--- config.mk ---
export PLATFORM = sky130hd
export DESIGN_NAME = mem_access_ctrl
export DESIGN_NICKNAME = d
export VERILOG_FILES = /design/src/rtl/mem_access_ctrl.sv
export SDC_FILE = /design/constraint.sdc
export NUM_CORES = 1
export LEC_CHECK = 0
export ABC_AREA = 1
export CAP_MARGIN = 10
export CORE_ASPECT_RATIO = 0.8
export CORE_MARGIN = 8
export CORE_UTILIZATION = 42
export DETAILED_ROUTE_END_ITERATION = 16
export HOLD_SLACK_MARGIN = 0.05
export MAX_ROUTING_LAYER = met4
export PLACE_DENSITY = 0.8
export SLEW_MARGIN = 20
export SYNTH_ARGS = -nofsm -noshare
export SYNTH_HDL_FRONTEND = slang
export SYNTH_SLANG_ARGS = --single-unit
--- constraint.sdc ---
create_clock -name clock -period 1.4 [get_ports clock]
set_input_delay 0.28 -clock clock [delete_from_list [all_inputs] [get_ports clock]]
set_output_delay 0.28 -clock clock [all_outputs]
set_load 0.005 [all_outputs]
--- src/rtl/mem_access_ctrl.sv ---
// Memory access sequencer between the LC-3 datapath and its 16-bit registered-output RAM.
// Optional MEM_WAIT_STATE_EN stretches every strobe phase by WAIT_CYCLES extra cycles.
module mem_access_ctrl #(
    parameter int WORD_SIZE    = 16,
    parameter int ADDRESS_SIZE = 16,
    parameter int WAIT_CYCLES  = 2
) (
    input  logic                    clock,
    input  logic                    reset_n,
    input  logic                    req_valid,
    output logic                    req_ready,
    input  logic                    req_write,
    input  logic                    req_indirect,
    input  logic [ADDRESS_SIZE-1:0] req_address,
    input  logic [WORD_SIZE-1:0]    req_data,
    output logic                    rsp_valid,
    output logic [WORD_SIZE-1:0]    rsp_data,
    output logic                    mem_read,
    output logic                    mem_write,
    output logic [ADDRESS_SIZE-1:0] mem_address,
    output logic [WORD_SIZE-1:0]    mem_in_data,
    input  logic [WORD_SIZE-1:0]    mem_out_data,
    output logic [2:0]              dbg_state
);

    // Handshake: a request is taken at a rising edge where req_valid && req_ready;
    // req_ready is high only in IDLE, and requests seen while busy are dropped.
    typedef enum logic [2:0] {
        IDLE     = 3'd0,
        PTR_RD   = 3'd1,
        PTR_CAP  = 3'd2,
        DATA_RD  = 3'd3,
        DATA_CAP = 3'd4,
        DATA_WR  = 3'd5
    } state_t;

    if ((ADDRESS_SIZE > WORD_SIZE) || (WAIT_CYCLES < 0)) begin : g_bad_params
        $error("mem_access_ctrl: ADDRESS_SIZE must be <= WORD_SIZE and WAIT_CYCLES >= 0");
    end

    state_t                  r_state;
    state_t                  w_next_state;
    logic                    w_phase_done;
    logic [ADDRESS_SIZE-1:0] r_addr;
    logic [WORD_SIZE-1:0]    r_data;
    logic                    r_write;
    logic                    r_rsp_valid;
    logic [WORD_SIZE-1:0]    r_rsp_data;

`ifdef MEM_WAIT_STATE_EN
    localparam int WCW = (WAIT_CYCLES > 0) ? $clog2(WAIT_CYCLES + 1) : 1;

    logic [WCW-1:0] r_wait_cnt;

    // Reloaded on every state change, so each strobe phase starts with a full count.
    always_ff @(posedge clock or negedge reset_n) begin
        if (!reset_n) begin
            r_wait_cnt <= '0;
        end else if (w_next_state != r_state) begin
            r_wait_cnt <= WCW'(WAIT_CYCLES);
        end else if (r_wait_cnt != '0) begin
            r_wait_cnt <= r_wait_cnt - WCW'(1);
        end
    end

    assign w_phase_done = (r_wait_cnt == '0);
`else
    assign w_phase_done = 1'b1;
`endif

    always_ff @(posedge clock or negedge reset_n) begin
        if (!reset_n) begin
            r_state <= IDLE;
        end else begin
            r_state <= w_next_state;
        end
    end

    always_comb begin
        w_next_state = r_state;
        case (r_state)
            IDLE: begin
                if (req_valid) begin
                    if (req_indirect) begin
                        w_next_state = PTR_RD;
                    end else if (req_write) begin
                        w_next_state = DATA_WR;
                    end else begin
                        w_next_state = DATA_RD;
                    end
                end
            end
            PTR_RD:   if (w_phase_done) w_next_state = PTR_CAP;
            PTR_CAP:  w_next_state = r_write ? DATA_WR : DATA_RD;
            DATA_RD:  if (w_phase_done) w_next_state = DATA_CAP;
            DATA_CAP: w_next_state = IDLE;
            DATA_WR:  if (w_phase_done) w_next_state = IDLE;
            default:  w_next_state = IDLE;
        endcase
    end

    always_ff @(posedge clock or negedge reset_n) begin
        if (!reset_n) begin
            r_addr      <= '0;
            r_data      <= '0;
            r_write     <= 1'b0;
            r_rsp_valid <= 1'b0;
            r_rsp_data  <= '0;
        end else begin
            r_rsp_valid <= 1'b0;
            case (r_state)
                IDLE: begin
                    if (req_valid) begin
                        r_addr  <= req_address;
                        r_data  <= req_data;
                        r_write <= req_write;
                    end
                end
                // Pointer words wider than the address bus lose their upper bits.
                PTR_CAP: r_addr <= mem_out_data[ADDRESS_SIZE-1:0];
                DATA_CAP: begin
                    r_rsp_data  <= mem_out_data;
                    r_rsp_valid <= 1'b1;
                end
                DATA_WR: begin
                    if (w_phase_done) begin
                        r_rsp_valid <= 1'b1;
                    end
                end
                default: ;
            endcase
        end
    end

    assign req_ready   = (r_state == IDLE);
    assign mem_read    = (r_state == PTR_RD) || (r_state == DATA_RD);
    assign mem_write   = (r_state == DATA_WR);
    assign mem_address = r_addr;
    assign mem_in_data = r_data;
    assign rsp_valid   = r_rsp_valid;
    assign rsp_data    = r_rsp_data;
    assign dbg_state   = r_state;

endmodule

# Word-level counts from Yosys, hierarchy flattened
# Index checks and enable logic that the tools add are counted.
# totals
ff_bits,53
output_inout_bits,55
word_cells,26
# classes
mux,8
n_reduce_logical,6
eq_ne,6
# ops
operator,n
$pmux W16 S2,1
$mux W16,1
$mux W3,4
$pmux W3 S4,1
$eq A3 B2 Y1 const B,2
$eq A3 B3 Y1 const B,2
$reduce_and A2 Y1,2
$eq A3 B1 Y1 const B,1
$logic_not A3 Y1,1
$ne A2 B2 Y1 const B,1
$reduce_bool A2 Y1,1
$reduce_or A2 Y1,1
$logic_or A1 B1 Y1,1
$mux W1,1

# Depth between registers and ports, before layout
# Gate-level depths: netlist of run 1.
# depth
ltp_word,4
mapped_depth,7
mapped_depth_nobuf,6

# Worst setup path before layout of run 1
# Ideal clock, no wire load.
# synth_path
path_type,register to output
start,"reg r_state[0], in the netlist dbg_state[0]"
end,out mem_write
required_time_ps,1120
n_path_buf,2
setup_slack_ps,98
stages_incl_launch_ff,5
t_arrival_ps,1022
path_cell_list,dfrtp_1 > inv_2 > buf_4 > clkbuf_1 > nor3_1
# synth_between
elab_chain_len,1
# synth_rtl
element,line,source
start: declaration,41,state_t r_state;
start signal: assignment,75,r_state <= w_next_state;
$eq A3 B3 Y1,137,assign mem_write = (r_state == DATA_WR);
end: declaration,19,"output logic mem_write,"
# Every way passes these cells.

# Worst setup path in the final report of run 1
# layout_path
start,"reg r_state[1], in the netlist dbg_state[1]"
end,out req_ready
# layout_between
elab_chain_len,1
# layout_rtl
element,line,source
$logic_not A3 Y1,135,assign req_ready = (r_state == IDLE);
end: declaration,11,"output logic req_ready,"
# Every way passes these cells.

==> results.md, run 1 <==
* Status: finished with violations
* Failing checks: setup timing
* Fillers at 323
* H-tree depth at 2
* Period utilisation layout at 112%
* Footprint of the multi-input gates at 1150 um2
* Peak supply drop at 1060 uV
* Final WS setup at -0.170 ns
* Antenna Cells at 0
* Initial antenna violation count at 0
* Unique cell type count in the Yosys netlist at 21
* DR pass1 iterations at 5
* Sequential-to-total area share from yosys stat at 54.8%
* Worst Tran Pin Value at between 0.2 and 0.3 ns
* XOR/XNOR Fraction of Synth Area at 0%
* WP data arrival at 1.29 ns
* Largest net degree at the start of global routing at between 50 and 60
* Placed insts at 472
* Worst Setup End Kind: output pin
* Initial Util at 44.1%
* Pleak at 2.26 nW
* Detail Route Antenna Nets at 0
* Layout net count at 492
* CTS buffer count at 5
* Max FO, Critical Path at 3
* Setup violators final at 50
* Root buffer cell: clkbuf_8
* Commonest non-fill, non-tap cell in the layout: nand2_1
* Worst Hold Class: flop to flop
* Final slew viol count at 0
* I/O Pins at 108
* Worst setup SP type: flop
* Port buffer count at 107
* Yosys warnings at 0
* Grt ovf at 0
* Post-DP HPWL at 5580 um
* Die Y at 83.9 um
* Most frequent cells in the layout: nand2_1, dfrtp_1, clkdlybuf4s50_1, dlygate4sd2_1, nand2_2
* Utilization after layout at 80.6%
* PwrDens at roughly 2200 nW/um2
* RePlAce Congestion at ~0.81
* Mean Syn Cell Area at around 8.4 um2
* Die X at 101 um
* Unrepaired setup endpoints after global routing: true
* Max Cap Viol at 0
* Adder-cell share of the synthesized area at 0%
* Synth Area in Compound Gates at under 10%
* Vias at 2840
* Main combinational cell family by area after synthesis: simple AND/OR/NAND/NOR gates
* TritonCTS clock tree: yes
* Skew-Pair Late Insertion Delay at 0.31 ns
* Die area at 8470 um2
* Relative slew slack at 81.1%
* Register bit total from synthesis at 53
* Vias per cell at 5.49
* Post-route insts no fill at ~520
* Layout cells sized above 1 at between 20% and 30%
* Clk slew on worst S/H paths at 0.10 ns
* DRC at 0
* Gate count after technology mapping at 289
* Routed WL at between 10000 and 15000 um
* Global-route wire length before repair at 12700 um
* Worst Clk Skew at 0.0160 ns
* Vias in the first global route at 2560
* Mux share of post-synthesis cell area at 0%
* Min cycle time layout at 1.57 ns
* Clock buffer depth at 2
* Reg area at 1330 um2
* Total power at 0.00984 W
* Setup TNS at -3.42 ns
* Sink Count at 53
* Initial DRC Count at approximately 180
* Fmax at approximately 0.64 GHz
* Crit Path Class: flop to output pin
* Placeable Area at 5500 um2
* Required time of the worst setup path at between 1 and 1.5 ns
* Synthesized area at 2420 um2
* Final Hold Vio Count at 0
* Area growth syn-to-layout at 82.9%
* Net Count, Synth at around 340
* Simple-Gate Fraction of Synth Area at 32.3%
* All-Layer GR Usage at 19.3%
* Avg WL per Cell at about 21 um
* FP Rows at 24
[path summary, 6_finish.rpt]
check / endpoint / cells past startpoint / from / slack [ns]
hold reg to reg: mem_in_data[14]$_DFFE_PN0P_ / 2 / mem_in_data[14]$_DFFE_PN0P_ / 0.49
hold / removal: mem_in_data[14]$_DFFE_PN0P_ / 2 / mem_in_data[14]$_DFFE_PN0P_ / 0.49
setup reg to reg: mem_in_data[0]$_DFFE_PN0P_ / 7 / dbg_state[1]$_DFFE_PN0P_ / -0.15
min in group asynchronous: mem_in_data[12]$_DFFE_PN0P_ / 3 / reset_n / 0.51
setup / recovery: req_ready / 5 / dbg_state[1]$_DFFE_PN0P_ / -0.17
max in group asynchronous: mem_address[7]$_DFFE_PN0P_ / 3 / reset_n / 0.64
[metal layers]
layer  vias to the layer above  GRT usage [%]  wire, um
met2                       184           32.7      5460
met4                         0           4.93       388
met1                      1382           22.7      4070
li1                       1239              -         -
met3                        35           3.58       816
met5                         -              -         0
[what timing repair did]
item	CTS	global route
pin swaps	4	31
endpoints found under the hold margin	53	0
resized for setup	88	70
endpoints found under the setup margin	80	55
setup buffers	23	6
hold buffers	1	0
gates cloned	1	11
[worst max-delay path: stages (launching register included)]
cell	delay, ns
dfrtp_1	0.41
buf_6	0.14
nor2_4	0.14
nand2_2	0.08
inv_1	0.08
buf_2	0.12
[cells by family after synthesis]
family          Yosys count
flops                    53
simple gates            175
compound gates           21
buf+inv                  40
[final cells by class]
cell class / count / area share, %
repair buffers: 159 / 37.3
flip-flops and latches: 53 / 29.9
multi-input cells: 198 / 26.0
well taps: 78 / 2.20
inverters: 22 / 2.15
clock buffers: 5 / 1.55
clock inverters: 2 / 0.791
[power by group]
part           internal, W  switching [W]
registers          0.00228       0.000433
logic              0.00302        0.00310
clock network     0.000521       0.000494
[Yosys cell counts]
| cell type | number | area share [%] |
|---|---|---|
| dfrtp_1 | 53 | 55 |
| a21oi_1 | 3 | 0.62 |
| o21ai_1 | 17 | 3.5 |
| o21ai_0 | 1 | 0.21 |
| buf_2 | 10 | 2.1 |
| buf_6 | 5 | 2.3 |
| nand3_1 | 33 | 6.8 |
| nor2_4 | 1 | 0.47 |
| buf_4 | 2 | 0.62 |
| nand2_1 | 113 | 18 |
| nor3_1 | 1 | 0.21 |
| nand3_4 | 1 | 0.72 |
| nand4_1 | 17 | 4.4 |
| inv_2 | 3 | 0.47 |
| nand2_2 | 1 | 0.26 |
| nand2_4 | 1 | 0.47 |
| clkbuf_1 | 1 | 0.15 |
| inv_1 | 19 | 2.9 |
| nand3_2 | 1 | 0.41 |
| nor2_1 | 5 | 0.78 |
| nor2_2 | 1 | 0.26 |
[registers in the layout, indices dropped and copies added (netlist names)]
register     cells
rsp_valid        1
rsp_data        16
dbg_state        3
r_write          1
mem_in_data     16
mem_address     16
[per-stage QoR]
step | instance area (um2) | hold slack, ns | worst slack [ns]
after floorplan | 2420 | -0.0156 | 0.0977
after global placement | 3620 | 0.292 | -0.0793
after detailed placement | 3620 | 0.296 | -0.114
after CTS | 3900 | 0.476 | -0.0340
after global routing | 4430 | 0.512 | -0.188
final | 4430 | 0.492 | -0.170
Power figures use the tool's default switching activity.
==> run 2, diff against run 1 <==
- CORE_MARGIN: 8 -> 2
- CORE_UTILIZATION: 42 -> 60
- DONT_BUFFER_PORTS: not set -> 1
- PLACE_DENSITY: 0.8 -> 0.76
==> results.md, run 2 (synthesis gave the netlist of run 1 again) <==
* Detail Route met3 WL at 613 um
* Placed cell area at roughly 2500 um2
* Design area at around 2700 um2
* Highest metal used: met4
* All-Layer GR Usage at 25.2%
* Metal-1 WL at approximately 2500 um
* Port buffer count at 0
* Routed WL at approximately 5700 um
* RePlAce Congestion at 0.736
* Worst r2r dst: mem_address[5]$_DFFE_PN0P_
* Detail Route Antenna Nets at 0
* Final Hold Vio Count at 53
* Clk slew on worst S/H paths at about 0.090 ns
* Most frequent cells in the layout: nand2_1, dfrtp_1, nand3_1, inv_1
* Pre-CTS WS at -0.0151 ns
* Largest net degree at the start of global routing at 54
* Die Y at 60.8 um
* Setup violators final at 1
* Crit Path Class: flop to output pin
* Logic gate share of total power at 42.7%
* WP data arrival at around 1.1 ns
* Routed length on met2 at about 2600 um
* I/O Pins at 108
* Antenna Cells at 0
* Status: finished with violations
* Vias in the first global route at 1666
* Vias at 1911
* Failing checks: hold timing, setup timing
* Commonest non-fill, non-tap cell in the layout: nand2_1
* Area growth syn-to-layout at 11.4%
* Period utilisation layout at 101%
* Worst Tran Pin Value at 0.319 ns
* PwrDens at 2400 nW/um2
* Fmax at 0.705 GHz
* Max Cap Viol at 0
* TritonCTS clock tree: yes
* Flop pwr share at 44.7%
* H-tree depth at 2
* Final slew viol count at 0
* Pleak at 1.44 nW
* R2R depth at 7
* Sw Share at 42.0%
* WHS at -0.342 ns
* Initial Util at 63.2%
* DR pass1 iterations at 4
* Peak supply drop at ~1200 uV
* Post-DP HPWL at between 3000 and 4000 um
* Sink Count at 53
* Clock power share at between 10% and 20%
* Placeable Area at 3830 um2
* Die X at around 75 um
* Internal power at 0.00376 W
* FP Rows at 20
* Worst Hold Class: input port to async pin
* Initial antenna violation count at 0
* Worst setup SP type: flop
* P_sw at 0.00273 W
* R2r startpoint: dbg_state[2]$_DFFE_PN0P_
* Clock buffer depth at 2
* Layout cells sized above 1 at 12.8%
* Final WS setup at -0.0192 ns
* Max FO, Critical Path at 18
* Setup TNS at -0.0192 ns
* Global-route wire length before repair at 8180 um
* Fillers at 321
* Unrepaired setup endpoints after global routing: true
* Layout net count at 348
* Die area at between 4000 and 5000 um2
* Initial DRC Count at 95
* Grt ovf at 0
* Min cycle time layout at 1.42 ns
* Root buffer cell: clkbuf_8
* DRC at 0
* Required time of the worst setup path at 1.12 ns
* Worst Setup End Kind: output pin
* Skew-Pair Late Insertion Delay at around 0.31 ns
* CTS buffer count at 5
* Avg WL per Cell at 16.3 um
* Vias per cell at 5.44
* Worst Clk Skew at 0.00984 ns
* Relative slew slack at 78.7%
* Reg2reg setup slack at 0.06 ns
## run 2: changes by cell type in the layout (fill, tap and decap cells not counted), moves of 4 or more
| cell | previous run | this run |
|---|---|---|
| nand2_1 | 86 | 112 |
| nand2_2 | 23 | 2 |
| clkdlybuf4s50_1 | 51 | 0 |
| buf_2 | 5 | 0 |
| nand3_1 | 17 | 33 |
| dlygate4sd2_1 | 49 | 0 |
| buf_12 | 8 | 3 |
| nand2_4 | 4 | 0 |
| nand3_2 | 15 | 1 |
| clkbuf_16 | 6 | 0 |
| buf_6 | 16 | 0 |
| buf_4 | 19 | 11 |
## run 2: routing by layer
| layer | vias up | track usage (%) |
|---|---|---|
| li1 | 943 | - |
| met1 | 877 | 36.2 |
| met2 | 89 | 33.6 |
| met3 | 2 | 8.97 |
| met4 | 0 | 7.14 |
| met5 | - | - |
## run 2: power groups by stage
stage                     Combinational, W  Sequential [W]  Clock, W
after global placement             0.00225         0.00289         0
after CTS                          0.00250         0.00289  0.000834
after global routing               0.00310         0.00300  0.000914
after floorplan                    0.00194         0.00276         0
final                              0.00277         0.00290  0.000820
after detailed placement           0.00232         0.00291         0
## run 2: critical path, cell delays in order (launching register included)
cell and delay, ns:
dfrtp_1 0.43, inv_2 0.09, buf_12 0.16, nor3_4 0.17
## run 2: worst max-delay path by stage
stage	start	endpoint	cells past startpoint
2_1_floorplan	dbg_state[0]$_DFFE_PN0P_	mem_write	4
3_3_place_gp	dbg_state[0]$_DFFE_PN0P_	mem_address[3]$_DFFE_PN0P_	5
3_5_place_dp	dbg_state[0]$_DFFE_PN0P_	mem_address[4]$_DFFE_PN0P_	5
4_1_cts	dbg_state[2]$_DFFE_PN0P_	mem_write	3
5_1_grt	dbg_state[2]$_DFFE_PN0P_	mem_write	3
6_report	dbg_state[2]$_DFFE_PN0P_	mem_write	3
## run 2: area by class of cell
type	count	area [um2]	area share, %
multi-input combinational	197	940	34.8
clock buffer	6	72.6	2.69
inverter	22	87.6	3.25
tap	55	68.8	2.55
clock inverter	2	10.0	0.371
timing repair buffer	16	190	7.05
sequential	53	1330	49.2
## run 2: per-stage QoR
stage                     instances  utilization, %  total power, W
after floorplan                 289               -         0.00470
after global placement          334            64.3         0.00514
after detailed placement        334            64.3         0.00523
after CTS                       344            68.1         0.00623
after global routing            351            70.4         0.00701
final                           351            70.4         0.00648
## run 2: what timing repair did
item / 4_1_cts / 5_1_grt
gates resized for setup: 6 / 9
endpoints found under the hold margin: 53 / 53
setup buffers: 1 / 6
endpoints found under the setup margin: 18 / 36
pin swaps: 1 / 0
gates cloned: 1 / 1
